`config.mk`:
```
export PLATFORM = sky130hd
export DESIGN_NAME = alarm_responder
export DESIGN_NICKNAME = d
export VERILOG_FILES = /design/src/rtl/alarm_responder.sv
export SDC_FILE = /design/constraint.sdc
export NUM_CORES = 1
export LEC_CHECK = 0
export CAP_MARGIN = 20
export CORE_MARGIN = 5
export CORE_UTILIZATION = 40
export DETAILED_ROUTE_END_ITERATION = 12
export SLEW_MARGIN = 0
export SYNTH_ARGS = -nofsm -noshare
export SYNTH_HDL_FRONTEND = slang
export SYNTH_SLANG_ARGS = --single-unit
```
`constraint.sdc`:
```
create_clock -name clk -period 3.95 [get_ports clk]
set_clock_uncertainty 0.05 [all_clocks]
set_input_delay 0.5925 -clock clk [delete_from_list [all_inputs] [get_ports clk]]
set_output_delay 0.5925 -clock clk [all_outputs]
set_load 0.1 [all_outputs]
```
`src/rtl/alarm_responder.sv`:
```
// Alarm event controller: turns the alarm-match level into a beeping buzzer
// with snooze (bounded count), dismiss and an unattended-ring timeout.
module alarm_responder #(
  parameter int TICKS_PER_MS = 100000,
  parameter int BEEP_ON_MS   = 250,
  parameter int BEEP_OFF_MS  = 250,
  parameter int SNOOZE_S     = 300,
  parameter int TIMEOUT_S    = 60,
  parameter int MAX_SNOOZE   = 3
) (
  input  logic       clk,
  input  logic       rst,
  input  logic       sec_tick,
  input  logic       alrm_on,
  input  logic       alm_en,
  input  logic       snooze,
  input  logic       dismiss,
  output logic       buzzer,
  output logic       ringing,
  output logic       snoozed,
  output logic [1:0] snooze_cnt
);

  localparam int PRE_W   = (TICKS_PER_MS > 1) ? $clog2(TICKS_PER_MS) : 1;
  localparam int MS_MAX  = (BEEP_ON_MS > BEEP_OFF_MS) ? BEEP_ON_MS : BEEP_OFF_MS;
  localparam int MS_W    = (MS_MAX > 1) ? $clog2(MS_MAX) : 1;
  localparam int SEC_MAX = (SNOOZE_S > TIMEOUT_S) ? SNOOZE_S : TIMEOUT_S;
  localparam int SEC_W   = (SEC_MAX > 1) ? $clog2(SEC_MAX) : 1;

  typedef enum logic [1:0] {IDLE, RING, SNOOZE, DONE} state_t;

  state_t           state_q, state_nx;
  logic             snz_q, dis_q;
  logic             snz_p, dis_p;
  logic [PRE_W-1:0] pre_q, pre_nx;
  logic [MS_W-1:0]  ms_q, ms_nx;
  logic             phase_q, phase_nx;
  logic [SEC_W-1:0] sec_q, sec_nx;
  logic [1:0]       cnt_nx;
  logic             ring_entry;

  assign snz_p = snooze & ~snz_q;
  assign dis_p = dismiss & ~dis_q;

  always_comb begin
    // NOTE: every variable gets a default first so no path can infer a latch.
    state_nx = state_q;
    cnt_nx   = snooze_cnt;
    case (state_q)
      IDLE:   if (alrm_on && alm_en) state_nx = RING;
      RING: begin
        if (dis_p || !alm_en) begin
          state_nx = DONE;
        end else if (snz_p && (snooze_cnt < 2'(MAX_SNOOZE))) begin
          state_nx = SNOOZE;
          cnt_nx   = snooze_cnt + 2'd1;
        end else if (sec_tick && (sec_q == SEC_W'(TIMEOUT_S - 1))) begin
          state_nx = DONE;
        end
      end
      SNOOZE: begin
        if (dis_p || !alm_en)                                  state_nx = DONE;
        else if (sec_tick && (sec_q == SEC_W'(SNOOZE_S - 1)))  state_nx = RING;
      end
      DONE: begin
        if (!alrm_on) begin
          state_nx = IDLE;
          cnt_nx   = 2'd0;
        end
      end
      default: state_nx = IDLE;
    endcase

    // Seconds counter is shared by RING and SNOOZE; a tick on the entry edge is dropped.
    sec_nx = sec_q;
    if (state_nx != state_q)                          sec_nx = '0;
    else if (sec_tick && (sec_q != SEC_W'(SEC_MAX - 1))) sec_nx = sec_q + SEC_W'(1);

    ring_entry = (state_nx == RING) && (state_q != RING);
    pre_nx     = pre_q;
    ms_nx      = ms_q;
    phase_nx   = phase_q;
    if (ring_entry) begin
      pre_nx   = '0;
      ms_nx    = '0;
      phase_nx = 1'b1;
    end else if (state_q == RING) begin
      if (pre_q == PRE_W'(TICKS_PER_MS - 1)) begin
        pre_nx = '0;
        if (ms_q == (phase_q ? MS_W'(BEEP_ON_MS - 1) : MS_W'(BEEP_OFF_MS - 1))) begin
          ms_nx    = '0;
          phase_nx = ~phase_q;
        end else begin
          ms_nx = ms_q + MS_W'(1);
        end
      end else begin
        pre_nx = pre_q + PRE_W'(1);
      end
    end
  end

  always_ff @(posedge clk or negedge rst) begin
    if (!rst) begin
      state_q    <= IDLE;
      snz_q      <= 1'b0;
      dis_q      <= 1'b0;
      pre_q      <= '0;
      ms_q       <= '0;
      phase_q    <= 1'b0;
      sec_q      <= '0;
      snooze_cnt <= 2'd0;
      buzzer     <= 1'b0;
      ringing    <= 1'b0;
      snoozed    <= 1'b0;
    end else begin
      state_q    <= state_nx;
      snz_q      <= snooze;
      dis_q      <= dismiss;
      pre_q      <= pre_nx;
      ms_q       <= ms_nx;
      phase_q    <= phase_nx;
      sec_q      <= sec_nx;
      snooze_cnt <= cnt_nx;
      // NOTE: outputs are flopped from next-state values, so they are glitch-free
      // yet still appear on the same edge as the state change.
      buzzer     <= (state_nx == RING) && phase_nx;
      ringing    <= (state_nx == RING);
      snoozed    <= (state_nx == SNOOZE);
    end
  end

endmodule

```
==> impl_metrics.toml <==
[synthesis]
synthAdderAreaFrac = 0.0237
avgSynthCellArea_sq_um = 9.34
synth-async-reset-ratio = 1.00
synth_area_leaders = "dfrtp_1 42%, nor2_1 4.0%, o21ai_0 3.2%, a31oi_1 3.1%, a21oi_1 3.0%"
syn_inst = 283
synthMuxAreaShare = 0.0114
synth_compound_area_frac = 0.172
synthSimpleGateAreaFrac = 0.284
ys_seq_elements = 44
syn_area_sq_um = 2640
synth_nets = 295
yosysTopAreaCell = "dfrtp_1"
ys_types = 59
synth-main-ff-cell = "dfrtp_1"
yosysSeqAreaShare = 0.416
synth_edf_count = 0
synth_top_family_by_area = "simple AND/OR/NAND/NOR gates"
synth_top_area_frac = 0.416
yosys_warnings = 0
synthXorXnorAreaFrac = 0.0331

[critical_path]
crit_slowest_cell = "clkdlybuf4s50_1"
ff2ff_path_depth = 6
r2r_end = "ms_q[7]"
critical-path-top-delay-family = "buffers and inverters"
rrSetupSlack_ns = 1.77
crit_start = "snooze_cnt[0]"
cp-end-kind = "output pin"
startpoint_type = "flip-flop"
critPathMaxFanout = 5
crit_arrival_ns = 1.88
path_cells = "clkdlybuf4s50_1"
cp-endpoint = "snooze_cnt[0]"
cp_num_cells = 1
timing.rr.start = "pre_q[0]"
crit_buf_inv = 1
critical_path_class = "reg -> out"
max_stage_delay_ns = 1.16
required_ns = 3.31

[final_layout]
fin_cells = 369
final_util = 0.455
register_area_sq_um = 1100
fin_nets = 303
layout_commonest_cell = "dfrtp_1"
layout_common_cells = "44 x dfrtp_1, 28 x nor2_1, 21 x nand2_1, 17 x inv_1, 17 x o21ai_0"
final_cell_area_sq_um = 2900
antenna_cells = 0
fillers = 639
multi_input_area_sq_um = 1390
drive_gt1_frac = 0.106
area.growth.synth_to_final_pct = 9.80

[power_and_ir_drop]
p_per_area_nw_per_um2 = 635
ir_drop_v = 0.000424
p_leak_nw = 1.15

[grt]
grt_pass1_wl_mm = 9.05
grt_use_total = 0.130
grt-ovfl-total = 0
antenna_found_initial = 0
grt_max_degree = 45
grt_pass1_vias = 1894

[floorplanning]
die_w_microns = 91.3
rows = 29
core_region_area_sq_um = 6390
num_io_pins = 12
start_util = 0.414
die_area_sq_um = 8340
die_h_microns = 91.3

[detailed_routing]
highest_layer = "met4"
routedWlPerCell_microns = 14.0
wl_met2_mm = 2.41
dr.pass1.iters = 4
initialDrtViolationCount = 91
dr_total_vias = 2045
drc = 0
routed-wl-met3_microns = 191
viasPerCell = 5.54
drtAntennaViolNets = 0
routed_wl_mm = 5.18
wl_met1_mm = 2.56

[timing]
setup_violations = 0
setup_tns_ns = 0
maxSlewHeadroom = 0.348
max_freq_mhz = 396
hold_viol_final = 0
fin_crit_ns = 2.52
tightestPinTransition_ns = 0.975
rsz0062_at_grt = "no"
fin_crit_sh = 0.639
holdWs_ns = 0.122
slew_violations = 0

[cts]
numClockSinks = 44
worst_skew_pair.late_latency_ns = 0.30
post_cts.repair.setup_buffers = 0
cts_hold_buf = 0
htree_levels = 2
path_clk_slew_ns = 0.09
clock_path_buffers = 2
cts_resized = 0
clockRootBuffer = "clkbuf_8"
tritoncts = "yes"
cts_buffers = 5

[placement]
portBuffers = 11
dp_hpwl_mm = 3.53
place.gp.congestion = 0.805
placed_cells = 360
place_area_sq_um = 2760

[run]
cap_violations = 0

[min_path]
hp-class = "in -> async"

[status]
status = "finished, final reports clean"
-- per-layer routing --
metal,global-route usage,vias to the layer above
met5,0,-
met4,0.0330,0
met3,0.0306,3
met2,0.209,38
met1,0.177,970
li1,-,1034
-- power breakdown --
part / internal [mW] / total (mW) / leakage, nW / switching [mW]
combinational: 0.256 / 0.763 / 0.507 / 0.507
sequential: 0.558 / 0.715 / 0.586 / 0.157
clock: 0.207 / 0.365 / 0.0614 / 0.158
-- synth_stat cells, types with 2 or more instances --
cell      number
and2_1         8
ha_1           5
nand2b_1       4
nor2_1        28
and4_1         2
inv_1         17
nor3_1         6
xnor2_1        3
o21ai_0       17
a31oi_1       13
a211oi_4       2
and3_1         7
nor2b_1        2
o21ai_1        3
buf_2          4
mux2i_1        3
or3_1          3
nand4_1       11
nor4b_1        2
nand3_1        9
o211ai_1       3
xor2_1         7
o21a_1         2
dfrtp_1       44
or2_2          2
nand2_1       21
buf_4          2
clkbuf_2       2
nor4_1         4
a21oi_1       16
buf_6          2
nor3b_1        2
-- worst min path at each step --
stage                         start   endpoint  slack, ns
final                           rst  pre_q[11]       0.12
after global routing            rst  pre_q[12]       0.13
after CTS                       rst      dis_q       0.44
after detailed placement  pre_q[16]  pre_q[16]       0.43
after global placement    pre_q[16]  pre_q[16]       0.43
after floorplan                 rst     buzzer       0.25
-- per-stage QoR --
stage | total power [mW] | setup slack [ns]
final | 1.84 | 1.43
after global routing | 1.97 | 1.35
after global placement | 1.48 | 1.48
after floorplan | 1.33 | 1.75
after detailed placement | 1.49 | 1.39
after CTS | 1.86 | 1.41
-- flip-flops by register name, summed over array words and instances (netlist names), 2 cells and up --
name and cells:
ms_q 8, sec_q 9, state_q 2, pre_q 17, snooze_cnt 2
-- cell families (layout without fill, tap and decap cells) --
| group | Yosys count | after routing |
|---|---|---|
| xor+xnor | 10 | 10 |
| fa+ha+maj | 5 | 5 |
| mux | 3 | 3 |
| simple gates | 125 | 125 |
| compound gates | 67 | 67 |
| flops | 44 | 44 |
| buf+inv | 29 | 38 |
-- cell type report --
class | count | share of cell area
clock buffers | 6 | 0.0284
flip-flops and latches | 44 | 0.379
clock inverters | 2 | 0.0134
inverters | 17 | 0.0220
well taps | 77 | 0.0332
multi-input cells | 210 | 0.478
repair buffers | 13 | 0.0457
Note: power is estimated with default switching activity, not from simulation.
